===== config.mk =====
export PLATFORM = sky130hd
export DESIGN_NAME = coin_pulse_gen
export DESIGN_NICKNAME = d
export VERILOG_FILES = /design/src/rtl/coin_pulse_gen_pkg.sv /design/src/rtl/coin_key_filter.sv /design/src/rtl/coin_pulse_gen.sv
export SDC_FILE = /design/constraint.sdc
export NUM_CORES = 1
export LEC_CHECK = 0
export BUFFER_PORTS_ARGS = -buffer_cell sky130_fd_sc_hd__buf_2
export CAP_MARGIN = 20
export CORE_MARGIN = 1.5
export CORE_UTILIZATION = 43
export DETAILED_ROUTE_END_ITERATION = 8
export PLACE_DENSITY = 0.69
export SLEW_MARGIN = 20
export SYNTH_ARGS = -nofsm -noshare
export SYNTH_HDL_FRONTEND = slang
export SYNTH_HIERARCHICAL = 1
export SYNTH_SLANG_ARGS = --single-unit

===== constraint.sdc =====
create_clock -name sys_clk -period 4.05 [get_ports sys_clk]
set_input_delay 0.6075 -clock sys_clk [delete_from_list [all_inputs] [get_ports sys_clk]]
set_output_delay 0.6075 -clock sys_clk [all_outputs]
set_load 0.05 [all_outputs]

===== src/rtl/coin_pulse_gen_pkg.sv =====
// Shared constants and types for the coin front end and the refund vending FSM.
// Coin values are expressed in 0.5-yuan units.
package coin_pulse_gen_pkg;

  localparam int unsigned CNT_MAX_DEF = 999_999;
  localparam int unsigned CNT_W_DEF   = 20;

  localparam int unsigned COIN_HALF = 1;
  localparam int unsigned COIN_ONE  = 2;

  typedef enum logic [1:0] {
    GNT_NONE = 2'd0,
    GNT_ONE  = 2'd1,
    GNT_HALF = 2'd2
  } grant_e;

  function automatic int unsigned grant_value(input grant_e g);
    case (g)
      GNT_ONE:  grant_value = COIN_ONE;
      GNT_HALF: grant_value = COIN_HALF;
      default:  grant_value = 0;
    endcase
  endfunction

endpackage


===== src/rtl/coin_key_filter.sv =====
// One coin sensor channel: two-flop synchroniser plus saturating debounce counter.
// flag_o fires for one cycle when a low run reaches CNT_MAX samples.
module coin_key_filter
  import coin_pulse_gen_pkg::*;
#(
  parameter int unsigned CNT_MAX = CNT_MAX_DEF,
  parameter int unsigned CNT_W   = CNT_W_DEF
) (
  input  logic clk_i,
  input  logic rst_ni,
  input  logic key_i,
  output logic flag_o
);

  localparam logic [CNT_W-1:0] CNT_TOP  = CNT_W'(CNT_MAX);
  localparam logic [CNT_W-1:0] CNT_FIRE = CNT_W'(CNT_MAX - 1);

  logic             key_s1_q;
  logic             key_s2_q;
  logic [CNT_W-1:0] cnt_q;
  logic [CNT_W-1:0] cnt_d;

  // Syncs reset high so a key held low through reset is seen as a fresh press.
  always_ff @(posedge clk_i or negedge rst_ni) begin
    if (!rst_ni) begin
      key_s1_q <= 1'b1;
      key_s2_q <= 1'b1;
      cnt_q    <= '0;
    end else begin
      key_s1_q <= key_i;
      key_s2_q <= key_s1_q;
      cnt_q    <= cnt_d;
    end
  end

  always_comb begin
    cnt_d = cnt_q;
    if (key_s2_q) begin
      cnt_d = '0;
    end else if (cnt_q != CNT_TOP) begin
      cnt_d = cnt_q + 1'b1;
    end
  end

  // Saturation at CNT_MAX keeps a long hold from ever matching CNT_FIRE twice.
  assign flag_o = ~key_s2_q && (cnt_q == CNT_FIRE);

endmodule


===== src/rtl/coin_pulse_gen.sv =====
// Debounces both coin sensors and emits one single-cycle pulse per accepted coin.
// The two outputs are mutually exclusive; 1-yuan wins and a losing half coin waits one cycle.
module coin_pulse_gen
  import coin_pulse_gen_pkg::*;
#(
  parameter int unsigned CNT_MAX = CNT_MAX_DEF,
  parameter int unsigned CNT_W   = CNT_W_DEF
) (
  input  logic sys_clk,
  input  logic sys_rst_n,
  input  logic key_one,
  input  logic key_half,
  output logic po_money_one,
  output logic po_money_half
);

  logic   flag_one;
  logic   flag_half;
  logic   req_one;
  logic   req_half;
  grant_e grant;

  logic   pend_one_q;
  logic   pend_one_d;
  logic   pend_half_q;
  logic   pend_half_d;
  logic   po_one_q;
  logic   po_one_d;
  logic   po_half_q;
  logic   po_half_d;

  coin_key_filter #(
    .CNT_MAX (CNT_MAX),
    .CNT_W   (CNT_W)
  ) u_filter_one (
    .clk_i  (sys_clk),
    .rst_ni (sys_rst_n),
    .key_i  (key_one),
    .flag_o (flag_one)
  );

  coin_key_filter #(
    .CNT_MAX (CNT_MAX),
    .CNT_W   (CNT_W)
  ) u_filter_half (
    .clk_i  (sys_clk),
    .rst_ni (sys_rst_n),
    .key_i  (key_half),
    .flag_o (flag_half)
  );

  assign req_one  = flag_one  | pend_one_q;
  assign req_half = flag_half | pend_half_q;

  // A channel flags at most once per CNT_MAX+1 cycles, so one pending bit never overflows.
  always_comb begin
    grant       = GNT_NONE;
    pend_one_d  = pend_one_q;
    pend_half_d = pend_half_q;
    if (req_one) begin
      grant       = GNT_ONE;
      pend_one_d  = 1'b0;
      pend_half_d = req_half;
    end else if (req_half) begin
      grant       = GNT_HALF;
      pend_half_d = 1'b0;
    end
  end

  assign po_one_d  = (grant == GNT_ONE);
  assign po_half_d = (grant == GNT_HALF);

  always_ff @(posedge sys_clk or negedge sys_rst_n) begin
    if (!sys_rst_n) begin
      pend_one_q  <= 1'b0;
      pend_half_q <= 1'b0;
      po_one_q    <= 1'b0;
      po_half_q   <= 1'b0;
    end else begin
      pend_one_q  <= pend_one_d;
      pend_half_q <= pend_half_d;
      po_one_q    <= po_one_d;
      po_half_q   <= po_half_d;
    end
  end

  assign po_money_one  = po_one_q;
  assign po_money_half = po_half_q;

endmodule

== Word level (Yosys, flattened, before mapping) ==
Index checks and enable logic that the tools add are counted.
Storage, ports and cells
  input bits: 4
  word-level logic and storage cells: 33
  bits in registers: 47
Cells by class
  bitwise gates (word level): 3
  $add $sub $neg: 2
  reductions and logical operators: 5
  equal/unequal tests: 6
  multiplexer cells: 8
Operator list (count)
  2-to-1 mux 20 bit: 4
  adder 20 x 1 -> 20 bit (second input constant): 2
  equality test 20 bit (second input constant): 2
  inequality test 20 bit (second input constant): 2
  nonzero test 2 bit: 3
  2-to-1 mux 2 bit: 2
  equality test 2 x 1 -> 1 bit (second input constant): 1
  equality test 2 bit (second input constant): 1
  logical AND 1 bit: 2
  2-to-1 mux 1 bit: 2
  NOT 1 bit: 2
  OR 1 bit: 1

== Depth between registers and ports, before layout ==
Gate-level depths: netlist of run 1.
  depth after elaboration: 6
  mapped depth: 6
  mapped depth without buffers: 5

== Modules after synthesis ==
Netlist of run 1, hierarchy kept.
Modules (own cells, without submodules)
  coin_key_filter: cells each 116, area each 1255.0 um^2, instances 2, sequential area each 553.0 um^2
  coin_pulse_gen: cells each 6, area each 96.3 um^2, instances 1, sequential area each 75.1 um^2

== Worst setup path after synthesis of run 1 ==
Ideal clock, no wire load.
  path type: flip-flop to flip-flop
  start point: reg u_filter_one.cnt_q[0]
  end point: reg u_filter_one.cnt_q[6]
  library setup time: 125 ps
  path slack: 2516 ps
  stages on the path, launching flop included: 6
  buffers on the path: 0
  arrival: 1409 ps
  data required time: 3925 ps
  cells stage by stage: dfrtp_1 -> ha_1 -> nand3_2 -> a41oi_1 -> nand3_1 -> mux2_4
On the way
  longest elaborated chain between the ends: 3
  elaborated cells on any way between the ends: 5
RTL lines
  start, declared: line coin_key_filter.sv:20  | logic [CNT_W-1:0] cnt_q;
  start signal, assigned: line coin_key_filter.sv:32  | cnt_q <= cnt_d;
  adder 20 x 1 -> 20 bit: line coin_key_filter.sv:41  | cnt_d = cnt_q + 1'b1;
  2-to-1 mux 20 bit: line coin_key_filter.sv:40  | end else if (cnt_q != CNT_TOP) begin
  2-to-1 mux 20 bit: line coin_key_filter.sv:38  | if (key_s2_q) begin
Several ways; a longest one is shown, not always the timed one. The select of a mux whose other input is x is not followed.
A chain may end at the register's enable or synchronous reset.

== Worst setup path in the final report of run 1 ==
  start point: reg u_filter_half.cnt_q[0]
  end point: reg u_filter_half.cnt_q[18]
On the way
  longest elaborated chain between the ends: 3
  elaborated cells on any way between the ends: 5
RTL lines (line)
  start, declared: coin_key_filter.sv:20
  start signal, assigned: coin_key_filter.sv:32
  adder 20 x 1 -> 20 bit: coin_key_filter.sv:41
  2-to-1 mux 20 bit: coin_key_filter.sv:40
  2-to-1 mux 20 bit: coin_key_filter.sv:38
Several ways; a longest one is shown, not always the timed one. The select of a mux whose other input is x is not followed.

==> qor.csv, run 1 <==
metric;value;unit
status;finished, final reports clean;
CP startpoint kind;flop;
DRT Pass-1 Iters;4;
final setup fails;0;
Mapped Cells;238;
Max IR drop VDD;0.000185;V
Port-buffer cells;5;
GR Util All Layers;0.155;
CP Data Required Time;4.24;ns
# diodes;0;
initial core utilization;0.443;
DRC;0;
antenna violations before repair;0;
Synth area leaders;dfrtp_1 41%, xnor2_1 6.0%, nor2_1 4.9%;
dominant synthesized flop cell;dfrtp_1;
Crit Path Max Fanout;13;
Placed Cells;307;
post-cts resize count;0;
Synthesis Warnings;6;
register area share after synthesis;0.453;
Die Height;80.9;µm
CP arrival;2.10;ns
Yosys reg bits;47;
Critical Path Source;u_filter_half/cnt_q[0];
final wirelength;4440;µm
Rows;28;
initial DRC count;79;
Final Hold Slack;0.300;ns
Max-Cap Viols;0;
Slew @ Worst Pin;0.587;ns
share of layout cells above drive strength 1;0.213;
delay of the slowest cell on the worst path;0.47;ns
routability cong.;0.748;
Layout area overhead;6.63;%
crit path kind;reg -> reg;
H-tree Lvls;2;
largest net degree at the start of global routing;48;
Die Width;80.9;µm
Core Region;5890;µm²
first-pass GRT wire length;7920;µm
HP Class;in -> async;
grt ovf;0;
Finished Cell Area;2780;µm²
cell type with the highest aggregate area in the netlist;dfrtp_1;
hpwl dp;2860;µm
Clock transition at path regs;0.09;ns
cell area after synthesis;2610;µm²
mean post-synth cell area;11.0;µm²
Layout Nets;247;
fin. max-slew vios;0;
worst skew pair latency;0.30;ns
Crit Reg-Reg Startpoint;u_filter_half/cnt_q[0];
fin util;0.472;
relative slew slack;0.609;
Post-synth EDFFs;0;
Final Cycle Share;0.471;
Max Freq;524;MHz
hold buffers post-CTS;0;
slowest CP cell;nor4_1;
number of nets with antenna violations after routing;0;
TritonCTS clock tree;yes;
Net Count, Synth;246;
Async S/R FF share, synth;1.00;
Yosys cell types;44;
IO Pins;6;
crit-path cells;ha_1 -> nand3_2 -> nor4_1 -> mux2_1;
leakage;1.12;nW
die area;6540;µm²
Root Buffer;clkbuf_8;
Hold Violations, Final;0;
crit path capture type;flop;
share of the synthesized area in the top cell type;0.413;
clk sink count;47;
clock tree buffer depth;2;
number of setup buffers added after CTS;0;
Cell Pwr Density;315;nW/µm²
cts bufs inserted;5;
vias;1741;
Worst Skew;0.0119;ns
vias per std cell;5.53;
total negative slack;0;ns
RSZ-0062 raised after global routing;no;
Post-DP Area;2660;µm²
vias in the first global route;1745;
Final Non-Filler Cells;315;
mean routed wirelength per cell;14.1;µm
fill count;560;
min Tclk post-route;1.91;ns
cell usage in the layout, fill, tap and decap left out, drive strengths merged, types with 8 or more instances in the layout:
cell and count:
dfrtp 43, inv 8, mux2 8, nand3 12, nand4 10, nor2 34
nor3 14, nor4 8, xnor2 18
flip-flops by register name (all words and copies together), names as in the netlist:
signal	count
pend_half_q	1
u_filter_half/cnt_q	20
po_money_one	1
u_filter_one/key_s2_q	1
po_money_half	1
u_filter_half/key_s1_q	1
u_filter_one/key_s1_q	1
u_filter_half/key_s2_q	1
u_filter_one/cnt_q	20
worst paths after layout:
| path | slack, ns | depth (start not counted) | end |
|---|---|---|---|
| max in group asynchronous | 3.34 | 1 | u_filter_one/cnt_q[6] |
| setup reg to reg | 2.14 | 4 | u_filter_half/cnt_q[18] |
| min in group sys_clk | 0.35 | 0 | u_filter_half/key_s2_q |
| hold / removal | 0.30 | 1 | u_filter_half/cnt_q[3] |
| setup / recovery | 2.14 | 4 | u_filter_half/cnt_q[18] |
| hold reg to reg | 0.35 | 0 | u_filter_half/key_s2_q |
through the flow:
step	total power (W)	setup WS (ns)
floorplan	0.000513	2.52
global placement	0.000527	2.25
detailed placement	0.000529	2.21
CTS	0.000893	2.19
global route	0.000911	1.99
finish	0.000876	2.14
cells in the mapped netlist, drive strengths merged (5+ instances only):
cell	number
dfrtp	43
nor2	34
xnor2	18
nor3	14
nand3	12
nand4	10
inv	8
mux2	8
nor4	8
a31oi	6
buf	6
nor2b	6
clkbuf	5
report_power, final:
| group | switching, W | internal (W) |
|---|---|---|
| logic | 0.0000147 | 0.00000989 |
| registers | 0.0000166 | 0.000477 |
| clock network | 0.000157 | 0.000200 |
| total | 0.000188 | 0.000687 |
area by class of cell:
type,count,area (µm²),share of cell area
Clock buffer,6,82.6,0.0297
Clock inverter,2,35.0,0.0126
Inverter,8,30.0,0.0108
Multi-Input combinational cell,172,1330,0.478
Sequential cell,47,1180,0.425
Tap cell,75,93.8,0.0338
Timing Repair Buffer,5,27.5,0.00991
routing by layer:
layer / track usage / routed length [µm] / share of wire / up-vias
li1: - / - / - / 863
met1: 0.211 / 2220 / 0.50 / 860
met2: 0.243 / 2080 / 0.47 / 12
met3: 0.0281 / 74 / 0.017 / 6
met4: 0.0603 / 61 / 0.014 / 0
met5: 0 / 0 / 0 / -
worst max-delay path, delay by kind of cell, from the launching register on:
kind	cells	cell delay (ns)
AND/OR/NAND/NOR	2	0.73
flip-flops	1	0.46
multiplexers	1	0.36
adder cells (fa/ha/maj)	1	0.24
cells by family (layout without fill, tap and decap cells):
group | count (synthesis) | after routing | share of synthesized area
AOI/OAI and AO/OA | 26 | 26 | 0.0739
xor gates and xnor gates | 20 | 20 | 0.0672
adders and majority gates | 4 | 4 | 0.0192
buffers and inverters | 19 | 21 | 0.0370
DFF | 47 | 47 | 0.453
muxes | 8 | 8 | 0.0374
and+or+nand+nor | 114 | 114 | 0.312
No activity file was read; power rests on OpenSTA's default activity.
==> run 2: changes to the inputs <==
--- a/config.mk
+++ b/config.mk
@@ -10,7 +10,7 @@
 export CORE_MARGIN = 1.5
 export CORE_UTILIZATION = 43
 export DETAILED_ROUTE_END_ITERATION = 8
-export PLACE_DENSITY = 0.69
+export PLACE_DENSITY = 0.72
 export SLEW_MARGIN = 20
 export SYNTH_ARGS = -nofsm -noshare
 export SYNTH_HDL_FRONTEND = slang
==> constraint.sdc (replaced) <==
create_clock -name sys_clk -period 1.65 [get_ports sys_clk]
set_input_delay 0.2475 -clock sys_clk [delete_from_list [all_inputs] [get_ports sys_clk]]
set_output_delay 0.2475 -clock sys_clk [all_outputs]
set_load 0.05 [all_outputs]
==> run 2 against run 1 <==
Via count is 8.1% higher. First-iteration DRC count rose by 6.3%. Clock skew about the same. Register-to-register slack got worse by 2.1 ns. Worst setup slack got worse by 2.1 ns. Clock power increased to 2.8 times the previous value. Total power increased to 2.6 times the previous value. Non-clock buffer count increased by 31. Sequential share of layout area is 4.3 points lower.
==> qor.csv, run 2 (synthesis results as in run 1) <==
metric;value;unit;change
Cell Pwr Density;741;nW/µm²;was 315 nW/µm²
Crit Reg-Reg Startpoint;u_filter_half/cnt_q[8];;was u_filter_half/cnt_q[0]
RSZ-0062 raised after global routing;yes;;was no
Critical Path Source;u_filter_half/cnt_q[8];;was u_filter_half/cnt_q[0]
IO Pins;6;;unchanged
DRT Pass-1 Iters;4;;unchanged
pre-CTS setup slack;0.0188;ns;was 2.21 ns
largest net degree at the start of global routing;25;;was 48
Final Cycle Share;0.969;;was 0.471
number of nets with antenna violations after routing;0;;unchanged
Root Buffer;clkbuf_8;;unchanged
Layout area overhead;19.2;%;was 6.63%
Rows;28;;unchanged
Crit Path Max Fanout;7;;was 13
cts bufs inserted;5;;unchanged
Max IR drop VDD;0.000445;V;was 0.000185 V
Slew @ Worst Pin;0.364;ns;was 0.587 ns
Worst Skew;0.0115;ns;was 0.0119 ns
fin. max-slew vios;0;;unchanged
vias per std cell;5.44;;was 5.53
relative slew slack;0.757;;was 0.609
initial DRC count;84;;was 79
status;finished, final reports clean;;unchanged
delay of the slowest cell on the worst path;0.47;ns;about the same
Finished Cell Area;3110;µm²;was 2780 µm²
GR Util All Layers;0.176;;was 0.155
Hold Violations, Final;0;;unchanged
final wirelength;5120;µm;was 4440 µm
fill count;505;;was 560
hpwl dp;3570;µm;was 2860 µm
vias in the first global route;1896;;was 1,745
Die Width;80.9;µm;unchanged
Layout Nets;278;;was 247
Max-Cap Viols;0;;unchanged
leakage;1.32;nW;was 1.12 nW
Post-DP Area;2870;µm²;was 2660 µm²
TritonCTS clock tree;yes;;unchanged
vias;1882;;was 1,741
Setup crit end;u_filter_half/cnt_q[1];;was u_filter_half/cnt_q[18]
CP arrival;1.82;ns;was 2.10 ns
Internal;0.00183;W;was 0.000687 W
clock tree buffer depth;2;;unchanged
Port-buffer cells;5;;unchanged
DRC;0;;unchanged
CP startpoint kind;flop;;unchanged
crit path capture type;flop;;unchanged
P_sw;0.000476;W;was 0.000188 W
crit path kind;reg -> reg;;unchanged
antenna violations before repair;0;;unchanged
HP Class;in -> reg;;was in -> async
die area;6540;µm²;unchanged
Final Worst Setup Slack;0.0514;ns;was 2.14 ns
routability cong.;0.783;;was 0.748
crit-path cells;nor4b_4 -> nand4_2 -> or2_4 -> a211oi_2;;was ha_1 -> nand3_2 -> nor4_1 -> mux2_1
slowest CP cell;dfrtp_2;;was nor4_1
clock power share;0.432;;was 0.408
CP Data Required Time;1.87;ns;was 4.24 ns
Max Freq;626;MHz;was 524 MHz
fin util;0.528;;was 0.472
commonest cells after routing, fill and taps aside;39 x dfrtp_1, 34 x nor2_1, 28 x buf_4;;was 43 x dfrtp_1, 34 x nor2_1, 18 x xnor2_1
R2R Path End;u_filter_half/cnt_q[1];;was u_filter_half/cnt_q[18]
mean routed wirelength per cell;14.8;µm;was 14.1 µm
min Tclk post-route;1.60;ns;was 1.91 ns
Reg2Reg Depth;4;;unchanged
biggest regs;u_filter_half/cnt_q x20, u_filter_one/cnt_q x20;;unchanged
commonest non-fill, non-tap cell in the layout;dfrtp_1;;unchanged
Seq pwr share;0.522;;was 0.564
worst skew pair latency;0.30;ns;about the same
share of layout cells above drive strength 1;0.328;;was 0.213
final setup fails;0;;unchanged
worst reg2reg setup slack;0.05;ns;was 2.14 ns
H-tree Lvls;2;;unchanged
initial core utilization;0.443;;unchanged
combinational group share of total power;0.046;;was 0.028
grt ovf;0;;unchanged
Core Region;5890;µm²;unchanged
Switching Share;0.207;;was 0.215
clk sink count;47;;unchanged
Clock transition at path regs;0.09;ns;about the same
first-pass GRT wire length;8890;µm;was 7920 µm
Die Height;80.9;µm;unchanged
# diodes;0;;unchanged
[run 2: changes by cell type in the layout (fill, tap and decap cells not counted), sizes merged]
cell         before  now
buf               5   35
bufinv            1    2
clkinv            1    0
dlygate4sd3       0    1
[run 2: per-layer routing]
metal  wire length [µm]  global-route usage  part of all wire  vias up
met5                  0                   0                 0        -
met4                 63              0.0690             0.012        0
met3                128              0.0360             0.025        4
met2               2500               0.279              0.49       29
met1               2430               0.236              0.47      934
li1                   -                   -                 -      915
[run 2: cell type report]
class / count / area, µm² / share of cell area
multi-input cells: 172 / 1390 / 0.446
well taps: 75 / 93.8 / 0.0302
inverters: 8 / 30.0 / 0.00967
flip-flops and latches: 47 / 1190 / 0.382
clock inverters: 2 / 60.1 / 0.0193
repair buffers: 36 / 277 / 0.0890
clock buffers: 6 / 72.6 / 0.0234
[run 2: worst min path at each step]
| stage | from | to | depth (start not counted) |
|---|---|---|---|
| final | key_one | u_filter_one/key_s1_q | 1 |
| after global routing | key_one | u_filter_one/key_s1_q | 1 |
| after detailed placement | sys_rst_n | u_filter_half/cnt_q[19] | 1 |
| after global placement | sys_rst_n | u_filter_half/cnt_q[19] | 1 |
| after floorplan | sys_rst_n | pend_half_q | 0 |
| after CTS | key_one | u_filter_one/key_s1_q | 1 |
[run 2: critical path: cells and delay by family (launching register included)]
kind | cells | cell delay [ns]
flip-flops | 1 | 0.47
AO/OA/AOI/OAI | 1 | 0.20
AND/OR/NAND/NOR | 3 | 0.86
[run 2: repair_timing]
action,CTS,global route
hold endpoints to repair,11,0
pin swaps,2,12
setup endpoints to repair,2,10
buffers inserted,1,2
resized for setup,2,12
gates cloned,0,0
hold buffers,1,0
[run 2: power groups by stage]
stage               registers, W   logic, W  clock network [W]
floorplan                0.00121  0.0000442                  0
global placement         0.00122   0.000101                  0
detailed placement       0.00122   0.000103                  0
CTS                      0.00120   0.000105            0.00102
global route             0.00120   0.000120            0.00107
finish                   0.00120   0.000105           0.000995
[run 2: per-stage QoR]
stage               total power, W  hold slack, ns  std cells  TNS [ns]
floorplan                  0.00126         -0.0481        238         0
global placement           0.00132           0.179        334         0
detailed placement         0.00133           0.185        334         0
CTS                        0.00232          0.0296        344         0
global route               0.00239          0.0196        346   -0.0850
finish                     0.00230          0.0395        346         0
